===== src/rtl/tt_um_jleugeri_ttt_pkg.sv =====
// tt_um_jleugeri_ttt: shared stage/phase types for the token processor scheduler
package tt_um_jleugeri_ttt;
  typedef enum logic [2:0] {RESET, INPUT, RECURRENT, UPDATE, OUTPUT} stage_t;
  typedef enum logic {SCAN, CONN} phase_t;
  function automatic stage_t next_stage(stage_t s);
    return s == INPUT ? RECURRENT : s == RECURRENT ? UPDATE : s == UPDATE ? OUTPUT : INPUT;
  endfunction
endpackage


===== src/rtl/tt_um_jleugeri_ttt_scheduler_if.sv =====
// tt_um_jleugeri_ttt_scheduler_if: scheduler bus towards top level, network and processor core
interface tt_um_jleugeri_ttt_scheduler_if
  import tt_um_jleugeri_ttt::*;
#(
  parameter int NUM_PROCESSORS = 10,
  parameter int NUM_CONNECTIONS = 50
);
  localparam int PW = $clog2(NUM_PROCESSORS);
  localparam int CW = $clog2(NUM_CONNECTIONS + 1);
  logic hold;
  logic done;
  stage_t stage;
  logic ext_valid;
  logic ext_ready;
  logic [PW-1:0] proc_id;
  logic proc_update;
  logic [1:0] proc_startstop;
  logic [CW-1:0] conn_first;
  logic [CW-1:0] conn_end;
  logic [CW-1:0] conn_id;
  logic conn_valid;
  logic out_valid;
  logic out_ready;
  logic [1:0] out_startstop;
  modport master (
    input hold, ext_valid, proc_startstop, conn_first, conn_end, out_ready,
    output done, stage, ext_ready, proc_id, proc_update, conn_id, conn_valid, out_valid, out_startstop
  );
  modport slave (
    output hold, ext_valid, proc_startstop, conn_first, conn_end, out_ready,
    input done, stage, ext_ready, proc_id, proc_update, conn_id, conn_valid, out_valid, out_startstop
  );
endinterface


===== src/rtl/tt_um_jleugeri_ttt_range_counter.sv =====
// tt_um_jleugeri_ttt_range_counter: walks an inclusive index range one step at a time
module tt_um_jleugeri_ttt_range_counter #(
  parameter int W = 6
) (
  input  logic clk,
  input  logic reset,
  input  logic load,
  input  logic step,
  input  logic [W-1:0] first,
  input  logic [W-1:0] last,
  output logic [W-1:0] value,
  output logic is_last
);
  logic [W-1:0] last_q;
  always_ff @(posedge clk)
    if (!reset) begin
      value <= '0;
      last_q <= '0;
    end else if (load) begin
      value <= first;
      last_q <= last;
    end else if (step) value <= value + 1'b1;
  assign is_last = value == last_q;
endmodule


===== src/rtl/tt_um_jleugeri_ttt_scheduler.sv =====
// tt_um_jleugeri_ttt_scheduler: stage sequencer generating processor/connection addresses and token handshakes
module tt_um_jleugeri_ttt_scheduler
  import tt_um_jleugeri_ttt::*;
#(
  parameter int NUM_PROCESSORS = 10,
  parameter int NUM_CONNECTIONS = 50
) (
  input logic clk,
  input logic reset,
  tt_um_jleugeri_ttt_scheduler_if.master bus
);
  localparam int PW = $clog2(NUM_PROCESSORS);
  localparam int CW = $clog2(NUM_CONNECTIONS + 1);
  localparam logic [PW-1:0] LAST_P = PW'(NUM_PROCESSORS - 1);
  stage_t stage;
  phase_t phase;
  logic done_q, done, busy, scan, conn, upd, out_scan, has_conn, advance, j_last;
  logic [PW-1:0] i;
  logic [NUM_PROCESSORS-1:0][1:0] record;
  logic [CW-1:0] j;
  // RESET reports done as soon as reset is released; other stages latch done_q
  assign done = reset && (done_q || stage == RESET);
  assign busy = reset && !done_q;
  assign scan = busy && stage == RECURRENT && phase == SCAN;
  assign conn = busy && stage == RECURRENT && phase == CONN;
  assign upd = busy && stage == UPDATE;
  assign out_scan = busy && stage == OUTPUT;
  assign has_conn = |record[i] && bus.conn_first < bus.conn_end;
  assign advance = (scan && !has_conn) || (conn && j_last) || upd ||
                   (out_scan && (!(|record[i]) || bus.out_ready));
  tt_um_jleugeri_ttt_range_counter #(.W(CW)) conn_walk (
    .clk(clk),
    .reset(reset),
    .load(scan && has_conn),
    .step(conn && !j_last),
    .first(bus.conn_first),
    .last(bus.conn_end - 1'b1),
    .value(j),
    .is_last(j_last)
  );
  always_ff @(posedge clk)
    if (!reset) begin
      stage <= RESET;
      phase <= SCAN;
      done_q <= 1'b0;
      i <= '0;
      record <= '0;
    end else if (done && !bus.hold) begin
      stage <= next_stage(stage);
      phase <= SCAN;
      done_q <= 1'b0;
      i <= '0;
    end else begin
      if (upd) record[i] <= bus.proc_startstop;
      if (scan && has_conn) phase <= CONN;
      else if (conn && j_last) phase <= SCAN;
      if (busy && stage == INPUT && !bus.ext_valid) done_q <= 1'b1;
      if (advance) begin
        if (i == LAST_P) done_q <= 1'b1;
        else i <= i + 1'b1;
      end
    end
  assign bus.done = done;
  assign bus.stage = stage;
  assign bus.ext_ready = busy && stage == INPUT && bus.ext_valid;
  assign bus.proc_id = i;
  assign bus.proc_update = upd;
  assign bus.conn_id = j;
  assign bus.conn_valid = conn;
  assign bus.out_valid = out_scan && |record[i];
  assign bus.out_startstop = record[i];
endmodule


===== src/flat_wrapper.sv =====
// flat-port wrapper written by rule: the top's interface ports become plain ports
module tt_um_jleugeri_ttt_scheduler_flat import tt_um_jleugeri_ttt::*;
#(
  parameter int NUM_PROCESSORS = 10,
  parameter int NUM_CONNECTIONS = 50
)
  (clk, reset, bus_hold, bus_ext_valid, bus_proc_startstop, bus_conn_first, bus_conn_end, bus_out_ready, bus_done, bus_stage, bus_ext_ready, bus_proc_id, bus_proc_update, bus_conn_id, bus_conn_valid, bus_out_valid, bus_out_startstop);
  tt_um_jleugeri_ttt_scheduler_if #(.NUM_PROCESSORS(NUM_PROCESSORS), .NUM_CONNECTIONS(NUM_CONNECTIONS)) bus_i ();
  input logic clk;
  input logic reset;
  input wire logic [$bits(bus_i.hold)-1:0] bus_hold;
  input wire logic [$bits(bus_i.ext_valid)-1:0] bus_ext_valid;
  input wire logic [$bits(bus_i.proc_startstop)-1:0] bus_proc_startstop;
  input wire logic [$bits(bus_i.conn_first)-1:0] bus_conn_first;
  input wire logic [$bits(bus_i.conn_end)-1:0] bus_conn_end;
  input wire logic [$bits(bus_i.out_ready)-1:0] bus_out_ready;
  output wire logic [$bits(bus_i.done)-1:0] bus_done;
  output wire logic [$bits(bus_i.stage)-1:0] bus_stage;
  output wire logic [$bits(bus_i.ext_ready)-1:0] bus_ext_ready;
  output wire logic [$bits(bus_i.proc_id)-1:0] bus_proc_id;
  output wire logic [$bits(bus_i.proc_update)-1:0] bus_proc_update;
  output wire logic [$bits(bus_i.conn_id)-1:0] bus_conn_id;
  output wire logic [$bits(bus_i.conn_valid)-1:0] bus_conn_valid;
  output wire logic [$bits(bus_i.out_valid)-1:0] bus_out_valid;
  output wire logic [$bits(bus_i.out_startstop)-1:0] bus_out_startstop;
  assign bus_i.hold = bus_hold;
  assign bus_i.ext_valid = bus_ext_valid;
  assign bus_i.proc_startstop = bus_proc_startstop;
  assign bus_i.conn_first = bus_conn_first;
  assign bus_i.conn_end = bus_conn_end;
  assign bus_i.out_ready = bus_out_ready;
  assign bus_done = bus_i.done;
  assign bus_stage = bus_i.stage;
  assign bus_ext_ready = bus_i.ext_ready;
  assign bus_proc_id = bus_i.proc_id;
  assign bus_proc_update = bus_i.proc_update;
  assign bus_conn_id = bus_i.conn_id;
  assign bus_conn_valid = bus_i.conn_valid;
  assign bus_out_valid = bus_i.out_valid;
  assign bus_out_startstop = bus_i.out_startstop;
  tt_um_jleugeri_ttt_scheduler #(.NUM_PROCESSORS(NUM_PROCESSORS), .NUM_CONNECTIONS(NUM_CONNECTIONS)) u_core (.clk(clk), .reset(reset), .bus(bus_i));
endmodule

===== config.mk =====
export PLATFORM = sky130hd
export DESIGN_NAME = tt_um_jleugeri_ttt_scheduler_flat
export DESIGN_NICKNAME = d
export VERILOG_FILES = /design/src/rtl/tt_um_jleugeri_ttt_pkg.sv /design/src/rtl/tt_um_jleugeri_ttt_scheduler_if.sv /design/src/rtl/tt_um_jleugeri_ttt_range_counter.sv /design/src/rtl/tt_um_jleugeri_ttt_scheduler.sv /design/src/flat_wrapper.sv
export SDC_FILE = /design/constraint.sdc
export NUM_CORES = 1
export LEC_CHECK = 0
export ABC_CLOCK_PERIOD_IN_PS = 2700
export BUFFER_PORTS_ARGS = -buffer_cell sky130_fd_sc_hd__buf_2
export CORE_UTILIZATION = 39
export CTS_CLUSTER_SIZE = 25
export DETAILED_ROUTE_END_ITERATION = 7
export GPL_TIMING_DRIVEN = 1
export PLACE_DENSITY = 0.57
export SYNTH_ARGS = -nofsm -noshare
export SYNTH_HDL_FRONTEND = slang
export SYNTH_SLANG_ARGS = --single-unit

===== constraint.sdc =====
create_clock -name clk -period 2.7 [get_ports clk]
set_input_delay 0 -clock clk [delete_from_list [all_inputs] [get_ports clk]]
set_output_delay 0 -clock clk [all_outputs]
set_load 0.03 [all_outputs]

After elaboration in Yosys (flattened, before gate mapping)
Cells that the tools add are included.
W data, S select, Z words.
- reductions and logical operators: 37
- equality and inequality tests: 6
- order comparisons: 3
- muxes and demuxes: 15
- multiply operators: 0
- bitwise logic cells: 4
- divide/modulo/power cells: 0
- shifts and indexed selects: 0
- add/subtract/negate cells: 3
- operators with widths (operator ; number):
    $bwmux W20 ; 1
    $logic_and A1 B1 Y1 ; 19
    $mux W6 ; 2
    $mux W3 ; 3
    $bmux W2 S4 ; 1
    $demux W2 S4 ; 1
    $add A6 B1 Y6 const B ; 1
    $eq A3 B2 Y1 const B ; 2
    $eq A6 B6 Y1 ; 1
    $logic_not A1 Y1 ; 6
    $lt A6 B6 Y1 ; 1
    $sub A6 B1 Y6 const B ; 1
    $logic_or A1 B1 Y1 ; 5
    $lt A4 B5 Y1 const B ; 1
    $mux W1 ; 5
    $add A4 B1 Y4 const B ; 1
    $eq A4 B4 Y1 const B ; 1
    $ge A4 B1 Y1 const B ; 1
    $mux W2 ; 2
    $not A1 Y1 ; 4
    $reduce_and A2 Y1 ; 2
    $reduce_bool A2 Y1 ; 2
    $reduce_or A2 Y1 ; 2
    $eq A3 B1 Y1 const B ; 1
    other kinds (2) ; 2
- memories: 0
- logic and storage cells: 84
- memory bits (writable): 0
- ROM bits: 0
- latch bits: 0
- input bits: 19
- bits in registers: 41

Depth between registers and ports, before layout
Gate-level depths: netlist of run 1.
- depth after elaboration: 10
- depth in mapped cells: 9
- depth with buffers taken out: 8

Cells and area by module
From an unflattened synthesis of run 1, not the netlist that was laid out.
- cell total of the unflattened synthesis: 285
- area, all modules: 2483.6 um^2
- by module, submodules not included (module ; seq. area each (um^2) ; area each (um^2) ; cells each ; instances):
    tt_um_jleugeri_ttt_scheduler ; 580.6 ; 1880.6 ; 222 ; 1
    tt_um_jleugeri_ttt_range_counter ; 240.2 ; 603.1 ; 63 ; 1

Least setup slack after synthesis of run 1
Ideal clock, no wire load.
- path type: flip-flop to flip-flop
- from: reg u_core.i[0] (netlist: u_core.bus.proc_id[0])
- to: reg u_core.conn_walk.value[1]
- arrival time: 2362 ps
- setup slack: 224 ps
- clock period less this slack: 2476 ps
- library setup time: 115 ps
- required time: 2585 ps
- cell stages (with the launch flop): 9
- cells stage by stage: dfxtp_1 -> buf_6 -> mux4_2 -> a22oi_1 -> o31a_2 -> inv_2 -> o2111a_2 -> a22o_1 -> o21a_1
- cells in the longest elaborated chain, start to end: 6
- ends and longest elaborated chain (item ; line ; source):
    from (decl) ; tt_um_jleugeri_ttt_scheduler.sv:18 ; logic [PW-1:0] i;
    from (signal assigned) ; tt_um_jleugeri_ttt_scheduler.sv:60 ; else i <= i + 1'b1;
    $bmux W2 S4 (*) ; n/a ;
    $mux W2 (*) ; n/a ;
    net bus_out_startstop[0] ; flat_wrapper.sv:25 ; output wire logic [$bits(bus_i.out_startstop)-1:0] bus_out_startstop;
    $reduce_or A2 Y1 (*) ; tt_um_jleugeri_ttt_scheduler.sv:28 ; assign has_conn = |record[i] && bus.conn_first < bus.conn_end;
    $logic_and A1 B1 Y1 (*) ; tt_um_jleugeri_ttt_scheduler.sv:28 ;
    $logic_and A1 B1 Y1 (*) ; tt_um_jleugeri_ttt_scheduler.sv:34 ; .load(scan && has_conn),
    $mux W6 or $reduce_bool A2 Y1 (tied branches) ; n/a ;
    to (signal assigned) ; tt_um_jleugeri_ttt_range_counter.sv:20 ; value <= first;
    to (signal assigned) ; tt_um_jleugeri_ttt_range_counter.sv:22 ; end else if (step) value <= value + 1'b1;
    to (decl) ; tt_um_jleugeri_ttt_range_counter.sv:11 ; output logic [W-1:0] value,
The timed path passes the listed nets; every way through them passes the cells marked *. The select of a mux whose other input is x is not followed.
A chain may end at the register's enable or synchronous reset.

Final worst setup path of run 1
- from: reg u_core.i[0] (netlist: u_core.bus.proc_id[0])
- to: reg u_core.conn_walk.value[1]
- cells in the longest elaborated chain, start to end: 6
- ends and longest elaborated chain (item ; line):
    $bmux W2 S4 (*) ; tt_um_jleugeri_ttt_scheduler.sv:28
    $mux W2 (implied by the code) (*) ; tt_um_jleugeri_ttt_scheduler.sv:28
    $reduce_or A2 Y1 (*) ; tt_um_jleugeri_ttt_scheduler.sv:28
    $logic_and A1 B1 Y1 (*) ; tt_um_jleugeri_ttt_scheduler.sv:28
    $logic_and A1 B1 Y1 (*) ; tt_um_jleugeri_ttt_scheduler.sv:34
    $mux W6 or $reduce_bool A2 Y1 (tied branches) ; n/a
Mark *: on every way between the ends. The rest lies on a longest branch, timed or not. The select of a mux whose other input is x is not followed.

==> impl_metrics.env, run 1 <==
export IMPL_status="finished clean"
export IMPL_ys_seq_area_share_pct=34.7
export IMPL_hold_violations=0
export IMPL_total_power_uw=1150
export IMPL_cts_tree="built"
export IMPL_synth_edf_count=0
export IMPL_start_kind="register"
export IMPL_fin_tns_setup_ns=0
export IMPL_max_slew_margin_rel_pct=59.8
export IMPL_syn_cell_area_um2=2360
export IMPL_grt_use_met3_pct=2.74
export IMPL_setup_violations=0
export IMPL_yosysWarnings=0
export IMPL_numCtsBuffers=5
export IMPL_gp_congestion=0.778
export IMPL_rsz0062_at_grt="false"
export IMPL_drc=0
export IMPL_dr_pass1_iters=4
export IMPL_finClkSkew_ns=0.00832
export IMPL_final_nets=344
export IMPL_syn_avg_cell_area_um2=8.73
export IMPL_critPathMaxFanout=24
export IMPL_synth_commonest_cells="dfxtp_1 (41), nor2_1 (36), nand2_1 (28), mux2i_1 (25), inv_1 (16)"
export IMPL_grt_use_met1_pct=25.9
export IMPL_syn2layout_area_growth_pct=16.7
export IMPL_irDropWorstVdd_mv=0.189
export IMPL_wirelength_um=5440
export IMPL_ctsLongestPathBuffers=2
export IMPL_holdCritPathClass="in2reg"
export IMPL_io_buffers=38
export IMPL_dieWidth_um=79.9
export IMPL_yosysMostFrequentCell="dfxtp_1"
export IMPL_grt_use_met2_pct=28.5
export IMPL_synth_seq_cells=41
export IMPL_hpwlAfterDp_um=4090
export IMPL_power_frac_clock_pct=38.6
export IMPL_swShare_pct=23.7
export IMPL_synth_nets=301
export IMPL_p_leak_uw=0.00130
export IMPL_yosysTopAreaCell="dfxtp_1"
export IMPL_grt_start_max_net_pins=25
export IMPL_dieArea_um2=6380
export IMPL_async_flop_share_pct=0
export IMPL_cts_setup_buffers=0
export IMPL_power_switching_uw=272
export IMPL_crit_required_ns=2.89
export IMPL_finalCritPeriodShare_pct=91.1
export IMPL_cellPowerDensity_nw_per_um2=416
export IMPL_pwr_share_comb_pct=8.4
export IMPL_synthTopCellsByArea="dfxtp_1 (35%), mux2i_1 (11%), ha_1 (5.8%), nor2_1 (5.7%), nand2_1 (4.4%)"
export IMPL_htree_levels=2
export IMPL_drive_gt1_share_pct=20.6
export IMPL_core_um2=5680
export IMPL_power_share_sequential_pct=53.0
export IMPL_synth_distinct_cells=49
export IMPL_grt_overflow_total=0
export IMPL_worstMarginPinSlew_ns=0.602
export IMPL_diodes=0
export IMPL_num_fill_cells=581
export IMPL_end_kind="register"
export IMPL_cap_violations=0
export IMPL_initial_core_util_pct=41.7
export IMPL_critical_path_class="reg2reg"
export IMPL_die_y_um=79.9
export IMPL_period_minus_slack_ns=2.46
export IMPL_placed_cells=375
export IMPL_max_clock_freq_ghz=0.406
export IMPL_clk_pin_slew_worst_paths_ns=0.08
export IMPL_yosysTopAreaCellShare_pct=34.7
export IMPL_antenna_found_initial=0
export IMPL_via_per_inst=5.17
export IMPL_wl_per_cell_um=14.1
export IMPL_synthCells=271
export IMPL_p_int_uw=876
export IMPL_ioPinCount=39
export IMPL_grt_pass1_vias=1854
export IMPL_ant_nets=0
export IMPL_vias=2001
export IMPL_clock_latency_ns=0.29
export IMPL_root_buffer="clkbuf_8"
export IMPL_grt_util_all_layers_pct=18.2
export IMPL_ys_flop_type="dfxtp_1"
export IMPL_cp_arrival_ns=2.65
export IMPL_grt_pass1_wl_um=9020
export IMPL_finish_utilization_pct=48.6
export IMPL_drt_iter0_markers=70
export IMPL_layoutNonFillerInstCount=387
export IMPL_grt_busiest_layer="met2"
export IMPL_finalMaxSlewViolations=0
export IMPL_rows=27
export IMPL_numClockSinks=41
[through the flow]
| stage | setup slack (ns) | area (um^2) | hold WS (ns) |
|---|---|---|---|
| after global routing | 0.0962 | 2760 | 0.0370 |
| after detailed placement | 0.258 | 2620 | 0.241 |
| after floorplan | 0.224 | 2360 | 0.0956 |
| after CTS | 0.233 | 2760 | 0.0240 |
| after global placement | 0.311 | 2620 | 0.234 |
| final | 0.239 | 2760 | 0.0351 |
[critical path: stages (launching register included)]
cell      delay, ns
dfxtp_1        0.49
mux4_2         0.55
a22oi_1        0.20
o31a_2         0.21
inv_2          0.05
o2111a_2       0.42
a22o_1         0.28
o21a_1         0.16
[layer usage]
| metal | share of wire, % | wire (um) |
|---|---|---|
| met3 | 3.3 | 181 |
| met1 | 52 | 2850 |
| met2 | 43 | 2360 |
| met4 | 0.75 | 41 |
| met5 | 0 | 0 |
[state kept, by name, summed over array words and instances (netlist names)]
signal / cells
u_core.record: 20
u_core.conn_walk.last_q: 6
u_core.conn_walk.value: 6
u_core.bus.proc_id: 4
u_core.bus.stage: 3
u_core.done_q: 1
u_core.phase: 1
[layout make-up]
type,count,area (um^2),area share (%)
clock buffers,7,96.3,3.49
clock inverters,1,5.00,0.181
inverters,18,67.6,2.45
multi-input cells,201,1410,51.2
flip-flops and latches,41,821,29.8
well taps,72,90.1,3.27
repair buffers,47,268,9.71
[cell families after synthesis]
family          share of synthesized area, %
compound gates                          15.2
fa+ha+maj                               5.82
flops                                   34.7
xor+xnor                                4.44
simple gates                            19.3
mux                                     14.9
buf+inv                                 5.61
[path summary, 6_finish.rpt]
kind / startpoint / end / slack, ns / depth (start not counted)
max: u_core.bus.proc_id[0] / u_core.conn_walk.value[1] / 0.24 / 7
min: bus_conn_end[3] / u_core.conn_walk.last_q[3] / 0.04 / 3
max reg2reg: u_core.bus.proc_id[0] / u_core.conn_walk.value[1] / 0.24 / 7
min reg2reg: u_core.record[18] / u_core.record[18] / 0.49 / 2
[placed cells by master (no fill, tap or decap), types with 3 or more instances in the layout]
| master | synthesis | routed |
|---|---|---|
| nor2_1 | 36 | 36 |
| a21oi_1 | 7 | 7 |
| nand2b_1 | 3 | 3 |
| xnor2_1 | 12 | 12 |
| and3_1 | 4 | 4 |
| inv_1 | 16 | 16 |
| ha_1 | 11 | 11 |
| buf_4 | 0 | 5 |
| clkbuf_8 | 0 | 7 |
| nor2b_1 | 6 | 6 |
| nor3b_1 | 3 | 3 |
| mux4_2 | 4 | 4 |
| dfxtp_1 | 41 | 41 |
| nand2_1 | 28 | 28 |
| o21ai_0 | 10 | 10 |
| o21a_1 | 3 | 3 |
| a22oi_1 | 3 | 3 |
| dlygate4sd3_1 | 0 | 4 |
| nand3_1 | 3 | 3 |
| nor3_1 | 5 | 5 |
| mux2i_1 | 25 | 25 |
| a211oi_1 | 6 | 6 |
| buf_2 | 1 | 38 |
[power groups by stage]
stage,Clock [uW],Sequential (uW),Combinational (uW)
after global placement,0,623,91.5
after CTS,456,609,96.7
after global routing,477,609,109
after detailed placement,0,623,91.8
final,443,609,96.0
after floorplan,0,625,53.1
[repair_timing]
item                                   4_1_cts  5_1_grt
endpoints found under the hold margin        4        0
gates resized for setup                      0        0
hold buffers                                 4        0
Power figures use the tool's default switching activity.
==> run 2: changes to the inputs <==
--- a/config.mk
+++ b/config.mk
@@ -7,11 +7,13 @@
 export LEC_CHECK = 0
 export ABC_CLOCK_PERIOD_IN_PS = 2700
 export BUFFER_PORTS_ARGS = -buffer_cell sky130_fd_sc_hd__buf_2
+export CELL_PAD_IN_SITES_DETAIL_PLACEMENT = 1
+export CELL_PAD_IN_SITES_GLOBAL_PLACEMENT = 1
 export CORE_UTILIZATION = 39
 export CTS_CLUSTER_SIZE = 25
 export DETAILED_ROUTE_END_ITERATION = 7
 export GPL_TIMING_DRIVEN = 1
-export PLACE_DENSITY = 0.57
+export PLACE_DENSITY = 0.72
 export SYNTH_ARGS = -nofsm -noshare
 export SYNTH_HDL_FRONTEND = slang
 export SYNTH_SLANG_ARGS = --single-unit
==> run 2 against run 1 <==
Critical endpoint is now u_core.conn_walk.value[0]. Setup slack gained 0.047 ns. Flip-flop and latch count is the same. Routed wire length grew 13%.
==> impl_metrics.env, run 2 (same netlist as run 1, synthesis figures left out) <==
export IMPL_status="finished clean"
export IMPL_dr_pass1_iters=4
export IMPL_numClockSinks=41
export IMPL_holdCritPathClass="in2reg"
export IMPL_ant_nets=0
export IMPL_max_slew_margin_rel_pct=68.0
export IMPL_antenna_found_initial=0
export IMPL_finalMaxSlewViolations=0
export IMPL_root_buffer="clkbuf_8"
export IMPL_layout_commonest_cell="dfxtp_1"
export IMPL_setup_violations=0
export IMPL_top_regs="u_core.record: 20 flops, u_core.conn_walk.last_q: 6 flops, u_core.conn_walk.value: 6 flops"
export IMPL_htree_levels=2
export IMPL_rsz0062_at_grt="false"
export IMPL_period_minus_slack_ns=2.41
export IMPL_die_y_um=79.9
export IMPL_wl_per_cell_um=15.8
export IMPL_wl_met3_um=199
export IMPL_gp_congestion=0.782
export IMPL_cts_resized=0
export IMPL_hold_ws_ns=0.0433
export IMPL_ioPinCount=39
export IMPL_cp_arrival_ns=2.59
export IMPL_diodes=0
export IMPL_vias=2029
export IMPL_critical_path_class="reg2reg"
export IMPL_end_kind="register"
export IMPL_cts_setup_buffers=0
export IMPL_grt_pass1_vias=2038
export IMPL_crit_required_ns=2.88
export IMPL_dieArea_um2=6380
export IMPL_clock_latency_ns=0.29
export IMPL_core_um2=5680
export IMPL_io_buffers=38
export IMPL_start_kind="register"
export IMPL_ctsLongestPathBuffers=2
export IMPL_drc=0
export IMPL_finalCritPeriodShare_pct=89.4
export IMPL_worstMarginPinSlew_ns=0.476
export IMPL_syn2layout_area_growth_pct=16.2
export IMPL_final_nets=345
export IMPL_hpwlAfterDp_um=4760
export IMPL_cts_tree="built"
export IMPL_dieWidth_um=79.9
export IMPL_fin_tns_setup_ns=0
export IMPL_finClkSkew_ns=0.00552
export IMPL_max_clock_freq_ghz=0.414
export IMPL_numCtsBuffers=5
export IMPL_p_leak_uw=0.00130
export IMPL_grt_overflow_total=0
export IMPL_via_per_inst=5.23
export IMPL_grt_util_all_layers_pct=20.8
export IMPL_regMostFlops="u_core.record"
export IMPL_met1_length_um=3020
export IMPL_top_layer="met4"
export IMPL_cellPowerDensity_nw_per_um2=401
export IMPL_hold_violations=0
export IMPL_rows=27
export IMPL_mostFrequentLayoutCells="dfxtp_1 (41), buf_2 (38), nor2_1 (36), nand2_1 (28), mux2i_1 (25)"
export IMPL_wl_met2_um=2870
export IMPL_irDropWorstVdd_mv=0.271
export IMPL_grt_pass1_wl_um=10000
export IMPL_ctsHoldBuffers=4
export IMPL_grt_start_max_net_pins=25
export IMPL_num_fill_cells=716
export IMPL_wirelength_um=6140
export IMPL_clk_pin_slew_worst_paths_ns=0.08
export IMPL_largest_register_ffs=20
export IMPL_cap_violations=0
export IMPL_critPathMaxFanout=14
export IMPL_initial_core_util_pct=41.7
export IMPL_drive_gt1_share_pct=20.6
export IMPL_drt_iter0_markers=87
## run 2: critical path: stages, from the launching register on
cell and delay [ns]:
dfxtp_1 0.49, mux4_2 0.54, a22oi_1 0.20, o31a_2 0.21, inv_2 0.05, o2111a_2 0.37, buf_4 0.22, mux2i_1 0.16
nor2_1 0.05
## run 2: where the power goes
part / internal (uW) / switching, uW
Combinational: 39.1 / 58.7
Sequential: 606 / 3.59
Clock: 179 / 216
## run 2: layout make-up
type                            instances  area (um^2)  share of cell area [%]
Clock buffer                            6         72.6                    2.64
Clock inverter                          2         10.0                   0.364
Inverter                               18         67.6                    2.46
Multi-Input combinational cell        201         1410                    51.4
Sequential cell                        41          821                    29.9
Tap cell                               72         90.1                    3.28
Timing Repair Buffer                   48          275                    10.0
## run 2: path summary, 6_finish.rpt
| path | start | end | slack [ns] | depth (start not counted) |
|---|---|---|---|---|
| worst min register to register | u_core.record[18] | u_core.record[18] | 0.49 | 2 |
| worst min-delay path | reset | u_core.conn_walk.value[1] | 0.04 | 2 |
| worst max-delay path | u_core.bus.proc_id[0] | u_core.conn_walk.value[0] | 0.29 | 8 |
| worst max register to register | u_core.bus.proc_id[0] | u_core.conn_walk.value[0] | 0.29 | 8 |
## run 2: per-layer routing
metal  GRT usage, %  vias up
met2           35.1       31
met3           4.34        4
li1               -     1031
met4           5.36        0
met1           26.8      963
met5              0        -
## run 2: metrics by stage
| step | util, % | total power (uW) | cells | cell area [um^2] | setup WS, ns |
|---|---|---|---|---|---|
| final | 48.4 | 1100 | 388 | 2750 | 0.286 |
| after floorplan | - | 678 | 271 | 2360 | 0.224 |
| after global placement | 46.3 | 716 | 376 | 2630 | 0.396 |
| after detailed placement | 46.3 | 718 | 376 | 2630 | 0.314 |
| after CTS | 48.4 | 1120 | 388 | 2750 | 0.282 |
| after global routing | 48.4 | 1160 | 388 | 2750 | 0.0822 |
